--- config.mk ---
export PLATFORM = sky130hd
export DESIGN_NAME = csi_fuzzer_ctrl_flat
export DESIGN_NICKNAME = d
export VERILOG_FILES = /design/src/rtl/csi_fuzzer_ctrl_if.sv /design/src/rtl/csi_fuzzer_ctrl.sv /design/src/flat_wrapper.sv
export SDC_FILE = /design/constraint.sdc
export NUM_CORES = 1
export LEC_CHECK = 0
export BUFFER_PORTS_ARGS = -buffer_cell sky130_fd_sc_hd__buf_2
export CAP_MARGIN = 20
export CORE_ASPECT_RATIO = 0.75
export CORE_MARGIN = 1.5
export CORE_UTILIZATION = 40
export CTS_BUF_LIST = sky130_fd_sc_hd__clkbuf_4
export DETAILED_ROUTE_END_ITERATION = 8
export PLACE_DENSITY_LB_ADDON = 0.2
export SLEW_MARGIN = 0
export SYNTH_ARGS = -nofsm -noshare
export SYNTH_HDL_FRONTEND = slang
export SYNTH_SLANG_ARGS = --single-unit
--- constraint.sdc ---
create_clock -name clk -period 5.2 [get_ports clk]
set_clock_uncertainty 0.15 [all_clocks]
set_input_delay 0.26 -clock clk [delete_from_list [all_inputs] [get_ports clk]]
set_output_delay 0.26 -clock clk [all_outputs]
set_load 0.01 [all_outputs]
--- src/rtl/csi_fuzzer_ctrl_if.sv ---
// Control/status bundle between the TX packet logic and the CSI fuzzer
// coefficient scheduler. The master drives the packet strobes, the
// configuration and the table writes. The slave (csi_fuzzer_ctrl) returns the
// tap coefficients and its status.
interface csi_fuzzer_ctrl_if #(
    parameter int W             = 6,
    parameter int TBL_AW        = 3,
    parameter int PKT_DIV_WIDTH = 8
);
    logic                       fuzz_en;
    logic                       seq_en;
    logic [TBL_AW:0]            tbl_len;
    logic [PKT_DIV_WIDTH-1:0]   pkt_div;
    logic                       cfg_wr_en;
    logic [TBL_AW-1:0]          cfg_wr_addr;
    logic [2*W+1:0]             cfg_wr_data;
    logic                       pkt_start;
    logic                       pkt_end;
    logic signed [W-1:0]        bb_gain1;
    logic                       bb_gain1_rot90_flag;
    logic signed [W-1:0]        bb_gain2;
    logic                       bb_gain2_rot90_flag;
    logic                       fuzz_active;
    logic [TBL_AW-1:0]          cur_idx;
    logic [15:0]                fuzz_pkt_cnt;

    modport master (
        output fuzz_en, seq_en, tbl_len, pkt_div,
        output cfg_wr_en, cfg_wr_addr, cfg_wr_data,
        output pkt_start, pkt_end,
        input  bb_gain1, bb_gain1_rot90_flag, bb_gain2, bb_gain2_rot90_flag,
        input  fuzz_active, cur_idx, fuzz_pkt_cnt
    );

    modport slave (
        input  fuzz_en, seq_en, tbl_len, pkt_div,
        input  cfg_wr_en, cfg_wr_addr, cfg_wr_data,
        input  pkt_start, pkt_end,
        output bb_gain1, bb_gain1_rot90_flag, bb_gain2, bb_gain2_rot90_flag,
        output fuzz_active, cur_idx, fuzz_pkt_cnt
    );
endinterface

--- src/rtl/csi_fuzzer_ctrl.sv ---
// Per-packet scheduler for the CSI fuzzer tap coefficients. A small table of
// {gain, rot90} tap pairs is loaded one entry per fuzzed TX packet. The
// coefficients stay frozen for the whole packet, are held for a short drain
// after the packet ends, and then return to zero.
module csi_fuzzer_ctrl #(
    parameter int CSI_FUZZER_WIDTH = 6,
    parameter int TBL_AW           = 3,
    parameter int PKT_DIV_WIDTH    = 8,
    parameter int DRAIN_CYCLES     = 4
) (
    input  logic             clk,
    input  logic             rstn,
    csi_fuzzer_ctrl_if.slave bus
);
    localparam int W     = CSI_FUZZER_WIDTH;
    localparam int DEPTH = 2 ** TBL_AW;
    localparam int DW    = 2 * W + 2;
    localparam int DCW   = (DRAIN_CYCLES > 1) ? $clog2(DRAIN_CYCLES) : 1;

    typedef enum logic [1:0] {
        ST_IDLE,
        ST_ACTIVE,
        ST_DRAIN
    } state_t;

    logic [DW-1:0]            tbl [DEPTH];
    state_t                   state;
    logic [DCW-1:0]           drain_cnt;
    logic [PKT_DIV_WIDTH-1:0] div_cnt;
    logic [TBL_AW-1:0]        idx;
    logic [15:0]              pkt_cnt;
    logic signed [W-1:0]      gain1;
    logic signed [W-1:0]      gain2;
    logic                     rot1;
    logic                     rot2;
    logic                     active;

    logic [DW-1:0]            entry;
    logic                     fuzz_now;
    logic [TBL_AW:0]          last_idx;
    logic                     idx_at_end;

    // The live entry is read combinationally; it only reaches the outputs at
    // a packet start, so a table write mid-packet cannot disturb the taps.
    assign entry      = tbl[idx];
    assign fuzz_now   = bus.fuzz_en && (div_cnt == '0);
    assign last_idx   = (bus.tbl_len == '0) ? '0 : bus.tbl_len - 1'b1;
    assign idx_at_end = ({1'b0, idx} >= last_idx);

    // Coefficient table; deliberately not reset so the configuration survives a
    // reset of the scheduler.
    always_ff @(posedge clk) begin
        if (bus.cfg_wr_en) begin
            tbl[bus.cfg_wr_addr] <= bus.cfg_wr_data;
        end
    end

    // Packet state machine with registered tap outputs and bookkeeping.
    always_ff @(posedge clk) begin
        if (!rstn) begin
            state     <= ST_IDLE;
            drain_cnt <= '0;
            div_cnt   <= '0;
            idx       <= '0;
            pkt_cnt   <= '0;
            gain1     <= '0;
            gain2     <= '0;
            rot1      <= 1'b0;
            rot2      <= 1'b0;
            active    <= 1'b0;
        end else if (bus.pkt_start) begin
            state     <= ST_ACTIVE;
            drain_cnt <= '0;
            div_cnt   <= (div_cnt == bus.pkt_div) ? '0 : div_cnt + 1'b1;
            if (fuzz_now) begin
                gain1  <= entry[W-1:0];
                rot1   <= entry[W];
                gain2  <= entry[2*W:W+1];
                rot2   <= entry[2*W+1];
                active <= 1'b1;
                if (pkt_cnt != 16'hFFFF) begin
                    pkt_cnt <= pkt_cnt + 16'd1;
                end
                if (bus.seq_en && !idx_at_end) begin
                    idx <= idx + 1'b1;
                end else begin
                    idx <= '0;
                end
            end else begin
                gain1  <= '0;
                rot1   <= 1'b0;
                gain2  <= '0;
                rot2   <= 1'b0;
                active <= 1'b0;
            end
        end else begin
            case (state)
                ST_ACTIVE: begin
                    if (bus.pkt_end) begin
                        state     <= ST_DRAIN;
                        drain_cnt <= DCW'(DRAIN_CYCLES - 1);
                    end
                end
                ST_DRAIN: begin
                    if (drain_cnt == '0) begin
                        state  <= ST_IDLE;
                        gain1  <= '0;
                        rot1   <= 1'b0;
                        gain2  <= '0;
                        rot2   <= 1'b0;
                        active <= 1'b0;
                    end else begin
                        drain_cnt <= drain_cnt - 1'b1;
                    end
                end
                default: begin
                    state <= ST_IDLE;
                end
            endcase
        end
    end

    assign bus.bb_gain1            = gain1;
    assign bus.bb_gain1_rot90_flag = rot1;
    assign bus.bb_gain2            = gain2;
    assign bus.bb_gain2_rot90_flag = rot2;
    assign bus.fuzz_active         = active;
    assign bus.cur_idx             = idx;
    assign bus.fuzz_pkt_cnt        = pkt_cnt;
endmodule
--- src/flat_wrapper.sv ---
// flat-port wrapper written by rule: the top's interface ports become plain ports
module csi_fuzzer_ctrl_flat 
#(
    parameter int CSI_FUZZER_WIDTH = 6,
    parameter int TBL_AW           = 3,
    parameter int PKT_DIV_WIDTH    = 8,
    parameter int DRAIN_CYCLES     = 4
)
  (clk, rstn, bus_fuzz_en, bus_seq_en, bus_tbl_len, bus_pkt_div, bus_cfg_wr_en, bus_cfg_wr_addr, bus_cfg_wr_data, bus_pkt_start, bus_pkt_end, bus_bb_gain1, bus_bb_gain1_rot90_flag, bus_bb_gain2, bus_bb_gain2_rot90_flag, bus_fuzz_active, bus_cur_idx, bus_fuzz_pkt_cnt);
  csi_fuzzer_ctrl_if #(.TBL_AW(TBL_AW), .PKT_DIV_WIDTH(PKT_DIV_WIDTH)) bus_i ();
  input  logic clk;
  input  logic rstn;
  input wire logic [$bits(bus_i.fuzz_en)-1:0] bus_fuzz_en;
  input wire logic [$bits(bus_i.seq_en)-1:0] bus_seq_en;
  input wire logic [$bits(bus_i.tbl_len)-1:0] bus_tbl_len;
  input wire logic [$bits(bus_i.pkt_div)-1:0] bus_pkt_div;
  input wire logic [$bits(bus_i.cfg_wr_en)-1:0] bus_cfg_wr_en;
  input wire logic [$bits(bus_i.cfg_wr_addr)-1:0] bus_cfg_wr_addr;
  input wire logic [$bits(bus_i.cfg_wr_data)-1:0] bus_cfg_wr_data;
  input wire logic [$bits(bus_i.pkt_start)-1:0] bus_pkt_start;
  input wire logic [$bits(bus_i.pkt_end)-1:0] bus_pkt_end;
  output wire logic [$bits(bus_i.bb_gain1)-1:0] bus_bb_gain1;
  output wire logic [$bits(bus_i.bb_gain1_rot90_flag)-1:0] bus_bb_gain1_rot90_flag;
  output wire logic [$bits(bus_i.bb_gain2)-1:0] bus_bb_gain2;
  output wire logic [$bits(bus_i.bb_gain2_rot90_flag)-1:0] bus_bb_gain2_rot90_flag;
  output wire logic [$bits(bus_i.fuzz_active)-1:0] bus_fuzz_active;
  output wire logic [$bits(bus_i.cur_idx)-1:0] bus_cur_idx;
  output wire logic [$bits(bus_i.fuzz_pkt_cnt)-1:0] bus_fuzz_pkt_cnt;
  assign bus_i.fuzz_en = bus_fuzz_en;
  assign bus_i.seq_en = bus_seq_en;
  assign bus_i.tbl_len = bus_tbl_len;
  assign bus_i.pkt_div = bus_pkt_div;
  assign bus_i.cfg_wr_en = bus_cfg_wr_en;
  assign bus_i.cfg_wr_addr = bus_cfg_wr_addr;
  assign bus_i.cfg_wr_data = bus_cfg_wr_data;
  assign bus_i.pkt_start = bus_pkt_start;
  assign bus_i.pkt_end = bus_pkt_end;
  assign bus_bb_gain1 = bus_i.bb_gain1;
  assign bus_bb_gain1_rot90_flag = bus_i.bb_gain1_rot90_flag;
  assign bus_bb_gain2 = bus_i.bb_gain2;
  assign bus_bb_gain2_rot90_flag = bus_i.bb_gain2_rot90_flag;
  assign bus_fuzz_active = bus_i.fuzz_active;
  assign bus_cur_idx = bus_i.cur_idx;
  assign bus_fuzz_pkt_cnt = bus_i.fuzz_pkt_cnt;
  csi_fuzzer_ctrl #(.CSI_FUZZER_WIDTH(CSI_FUZZER_WIDTH), .TBL_AW(TBL_AW), .PKT_DIV_WIDTH(PKT_DIV_WIDTH), .DRAIN_CYCLES(DRAIN_CYCLES)) u_core (.clk(clk), .rstn(rstn), .bus(bus_i));
endmodule
==> results.toml, run 1 <==
[floorplanning]
start_util_pct = 40.8
die_area_um2 = 17100
dieHeight_um = 114
io_pins = 70
die_x_um = 150
core-area_um2 = 16000
fp-row-count = 40

[power]
power.internal_mw = 1.97
p_comb_share_pct = 6.9
peakVddDrop_mv = 0.159
p_total_mw = 2.52
power_frac_clock_pct = 36.4
switching_power_mw = 0.544
swShare_pct = 21.6
p_per_area_nw_per_um2 = 327
power_frac_seq_pct = 56.7
p_leak_nw = 2.54

[cells_and_area]
layout.nets = 579
syn_to_final_growth_pct = 17.9
post-route-cell-area_um2 = 7690
ff_latch_area_um2 = 4350
layout_commonest_cell = "edfxtp_1"
multi_input_area_um2 = 2080
drive_gt1_share_pct = 26.5
final_util_pct = 48.2
fin_cells = 759
fillCellCount = 1360
mostFrequentLayoutCells = "112 x edfxtp_1, 69 x buf_2, 48 x dfxtp_1"

[setup_path]
cp.required_ps = 5440
setup.worst_path.end = "u_core.bus.cur_idx[2]"
crit-reg2reg-launch = "u_core.div_cnt[3]"
crit_type = "reg -> reg"
rr_endpoint = "u_core.bus.cur_idx[2]"
path_max_fanout = 28
critPathArrivalTime_ps = 2410
r2r_cells = 5
startpoint_type = "flip-flop"
r2r_setup_slack_ps = 3030
end_kind = "flip-flop"
crit_start = "u_core.div_cnt[3]"

[logic_synthesis]
syn_area_per_cell_um2 = 14.8
yosys_warnings = 0
synth_top_flop_cell = "edfxtp_1"
ys_types = 40
synthTopCellsByArea = "edfxtp_1 52%, dfxtp_1 15%, mux4_2 9.7%"
async_flop_share_pct = 0
ys_ff_latch = 161
synth_edf_count = 112
syn_inst = 441
synth_seq_area_share_pct = 66.6
netlist_area_um2 = 6520
syn_nets = 485
yosys.area.top_type_share_pct = 51.6
synth_top_area_cell = "edfxtp_1"

[sta]
post-route-period-util_pct = 41.8
slew_violations = 0
relSlewSlack_pct = 25.6
worst_hold_slack_ps = 55.8
worst_slack_ps = 3030
finalSetupTns_ps = 0
hold_violations = 0
grt_setup_unrepaired = "false"
setup_viol = 0
achievable-frequency_mhz = 460
worst_slew_pin_slew_ps = 1110
post-route-min-period_ps = 2170

[global_routing]
grt_max_degree = 30
grt_pass1_vias = 3920
overflow = 0
grt_usage_pct = 16.1
antenna_found_initial = 1
grt_pass1_wl_um = 20300

[placement]
dp.final_hpwl_um = 8160
post_dp_cell_area_um2 = 7110
pre_cts_slack_ps = 2340
place.port_buffers = 69
gp_congestion = 0.800
dp_cells = 706

[route]
vias = 3939
wirelength_um = 13300
wire_per_inst_um = 17.5
drt_iter0_markers = 212
routed_via_density = 5.19
drcViolationCount = 0
dr.pass1.iters = 5
postRouteAntennaNets = 0

[clocking]
clk_latency_ps = 530
numCtsBuffers = 17
post_cts_resized = 0
clockBufferDepth = 2
clk_pin_slew_ps = 130
cts_max_level = 4
root_buffer = "clkbuf_4"
clock-sinks = 161
cts_tree = "yes"

[flow_run]
maxCapViolations = 0

[worst_hold_path]
hold_path_depth = 5
hold_class = "in -> reg"

[status]
outcome = "finished, final reports clean"
[synth_stat cells (4+ instances only)]
master,n
nor2_1,21
mux2i_1,19
nor4_1,6
nand4_1,12
clkbuf_1,8
o21ai_0,4
inv_1,11
edfxtp_1,112
nand3_1,5
xnor2_1,13
buf_2,6
o21ai_1,16
or4_1,7
nand2b_1,9
nand2_1,36
or3_1,4
dfxtp_1,49
nor3_1,5
o31ai_1,9
and4_1,4
a21oi_1,20
mux4_2,28
ha_1,8
[sequential cells by signal, indices dropped and copies added, names as in the netlist, named ones only]
signal	flops
u_core.state	2
u_core.div_cnt	8
u_core.tbl	112
u_core.bus.bb_gain1_rot90_flag	1
u_core.bus.bb_gain2	6
u_core.bus.fuzz_pkt_cnt	16
u_core.bus.fuzz_active	1
u_core.bus.bb_gain2_rot90_flag	1
u_core.bus.cur_idx	3
u_core.drain_cnt	2
u_core.bus.bb_gain1	6
[layout make-up]
type | count | share of cell area, %
diodes | 1 | 0.0325
clock buffers | 18 | 1.76
clock inverters | 14 | 3.08
inverters | 12 | 0.586
multi-input cells | 250 | 27.1
flip-flops and latches | 161 | 56.5
well taps | 210 | 3.42
repair buffers | 93 | 7.55
[worst min-delay path by stage]
stage | slack (ps) | start | endpoint
after detailed placement | 290 | u_core.bus.bb_gain1[5] | u_core.bus.bb_gain1[5]
after CTS | 10 | bus_pkt_div[6] | u_core.div_cnt[1]
after global placement | 290 | u_core.bus.bb_gain1_rot90_flag | u_core.bus.bb_gain1_rot90_flag
final | 60 | bus_pkt_div[6] | u_core.div_cnt[1]
after global routing | 30 | bus_pkt_div[6] | u_core.div_cnt[1]
after floorplan | 210 | bus_cfg_wr_data[0] | u_core.tbl[0][0]
[critical path: stages (launching register included)]
cell and delay, ps:
dfxtp_1 390, nor4_2 350, nand4_1 210, buf_8 220, or3_1 330, a221oi_1 390
[cell families after synthesis]
family / synth area share (%)
AO/OA/AOI/OAI: 5.09
XOR/XNOR: 2.15
adder cells (fa/ha/maj): 1.54
buffers and inverters: 2.01
flip-flops: 66.6
multiplexers: 12.8
AND/OR/NAND/NOR: 9.83
[metal layers]
layer / vias to the layer above / GRT usage, % / part of all wire (%)
met2: 72 / 26.2 / 49
met5: - / 0 / 0
met4: 0 / 4.77 / 0.84
met1: 1966 / 21.3 / 47
met3: 9 / 4.24 / 3.9
li1: 1892 / - / -
[power groups by stage]
stage          sequential (mW)  combinational, mW  clock (mW)
2_1_floorplan             1.45              0.103           0
3_3_place_gp              1.45              0.159           0
3_5_place_dp              1.46              0.163           0
4_1_cts                   1.43              0.174       0.933
5_1_grt                   1.43              0.191       0.987
6_report                  1.43              0.173       0.917
[repair_timing]
action / CTS / global route
endpoints found under the hold margin: 123 / 1
hold buffers: 18 / 1
setup buffers: 0 / 0
Power figures use the tool's default switching activity.
==> run 2: changes to the inputs <==
Clock period 5.2 ns to 2.2 ns, I/O delays scaled along.
==> results.toml, run 2 (synthesis gave the netlist of run 1 again) <==
[global_routing]
grt_pass1_vias = 4006
antenna_found_initial = 0
grt_max_degree = 30
overflow = 0
grt_usage_pct = 16.6
grt_pass1_wl_um = 21200

[sta]
hold_violations = 0
setup_viol = 0
relSlewSlack_pct = 60.3
worst_hold_slack_ps = 30.0
finalSetupTns_ps = 0
worst_slew_pin_slew_ps = 590
post-route-min-period_ps = 1980
post-route-period-util_pct = 90.1
slew_violations = 0
grt_setup_unrepaired = "false"
achievable-frequency_mhz = 505

[route]
routed_via_density = 5.16
dr.pass1.iters = 5
wirelength_um = 13300
drt_iter0_markers = 246
wire_per_inst_um = 16.9
wl_met1_um = 6510
top_layer = "met4"
vias = 4063
dr_wl_met2_um = 6140
postRouteAntennaNets = 0
drcViolationCount = 0
dr_wl_met3_um = 602

[clocking]
cts_max_level = 4
clock-sinks = 161
root_buffer = "clkbuf_4"
postCtsSetupRepairBufs = 0
cts_tree = "yes"
clk_latency_ps = 530
clk_pin_slew_ps = 120
clockBufferDepth = 2
numCtsBuffers = 17

[cells_and_area]
drive_gt1_share_pct = 27.0
syn_to_final_growth_pct = 19.9
mostFrequentLayoutCells = "112 x edfxtp_1, 69 x buf_2, 48 x dfxtp_1"
layout_commonest_cell = "edfxtp_1"
antenna_cells = 0
largest_register = "u_core.tbl"
largest_register_ffs = 112
layout.nets = 609

[setup_path]
path_delay_family = "buffers and inverters"
crit_buf_inv = 2
crit-reg2reg-launch = "u_core.div_cnt[4]"
cp.required_ps = 2500
startpoint_type = "flip-flop"
crit_type = "reg -> reg"
crit_path_cell_trace = "buf_4 -> xnor2_1 -> nand4_1 -> o31ai_2 -> dlygate4sd3_1 -> nor2_1"
critPathMaxStageDelay_ps = 600
crit_start = "u_core.div_cnt[4]"
slowest_stage = "dlygate4sd3_1"
end_kind = "flip-flop"
path_max_fanout = 4
critPathArrivalTime_ps = 2280

[floorplanning]
die_area_um2 = 17100
core-area_um2 = 16000
die_x_um = 150
io_pins = 70
start_util_pct = 40.8
dieHeight_um = 114
fp-row-count = 40

[placement]
place.port_buffers = 69
gp_congestion = 0.773
dp.final_hpwl_um = 8370

[status]
outcome = "finished, final reports clean"

[power]
p_per_area_nw_per_um2 = 687
p_leak_nw = 2.64
peakVddDrop_mv = 0.274

[worst_hold_path]
hold_class = "in -> reg"
hp-start = "bus_pkt_div[1]"

[flow_run]
maxCapViolations = 0
-- run 2: changes by cell type in the layout (fill, tap and decap cells not counted), sizes merged --
cell,change
diode,-1
dlygate4sd3,+12
inv,-1
clkinv,+4
buf,+18
clkinvlp,-3
bufinv,-5
clkbuf,+5
-- run 2: report_power, final --
group,internal [mW],leakage [nW],switching [mW]
Combinational,0.228,1.09,0.216
Clock,0.618,0.140,0.933
Sequential,3.33,1.41,0.0451
-- run 2: per-stage QoR --
step / cell area, µm² / power, mW / setup slack, ps / instances / util [%]
finish: 7820 / 5.37 / 218 / 788 / 49.0
global route: 7820 / 5.59 / 125 / 788 / 49.0
CTS: 7800 / 5.43 / 126 / 787 / 48.9
detailed placement: 7260 / 3.85 / 291 / 725 / 45.5
global placement: 7260 / 3.84 / 341 / 725 / 45.5
floorplan: 6520 / 3.68 / 357 / 441 / -
-- run 2: final timing paths --
check                      endpoint  slack, ps  depth (start not counted)
min               u_core.div_cnt[0]         30                          6
max               u_core.div_cnt[7]        220                          6
max reg2reg       u_core.div_cnt[7]        220                          6
min reg2reg  u_core.bus.bb_gain1[2]        300                          2
-- run 2: worst min-delay path, delay by kind of cell --
kind | cells | cell delay, ps
compound gates | 1 | 80
xor+xnor | 1 | 50
buf+inv | 2 | 230
simple gates | 2 | 210
-- run 2: routing by layer --
layer / global-route usage, % / vias up
li1: - / 1955
met4: 4.51 / 0
met1: 23.9 / 2016
met3: 4.16 / 7
met2: 25.2 / 85
met5: 0 / -
-- run 2: layout make-up --
type,instances,area [µm²]
Tap cell,210,263
Fill cell,1385,8150
Sequential cell,161,4350
Timing Repair Buffer,123,866
Clock buffer,23,173
Multi-Input combinational cell,250,2060
Inverter,12,45.0
Clock inverter,9,68.8
-- run 2: what timing repair did --
| item | in CTS | in global routing |
|---|---|---|
| gates resized for setup | 0 | 1 |
| setup endpoints to repair | 0 | 6 |
| hold buffers | 30 | 2 |
| endpoints found under the hold margin | 175 | 1 |
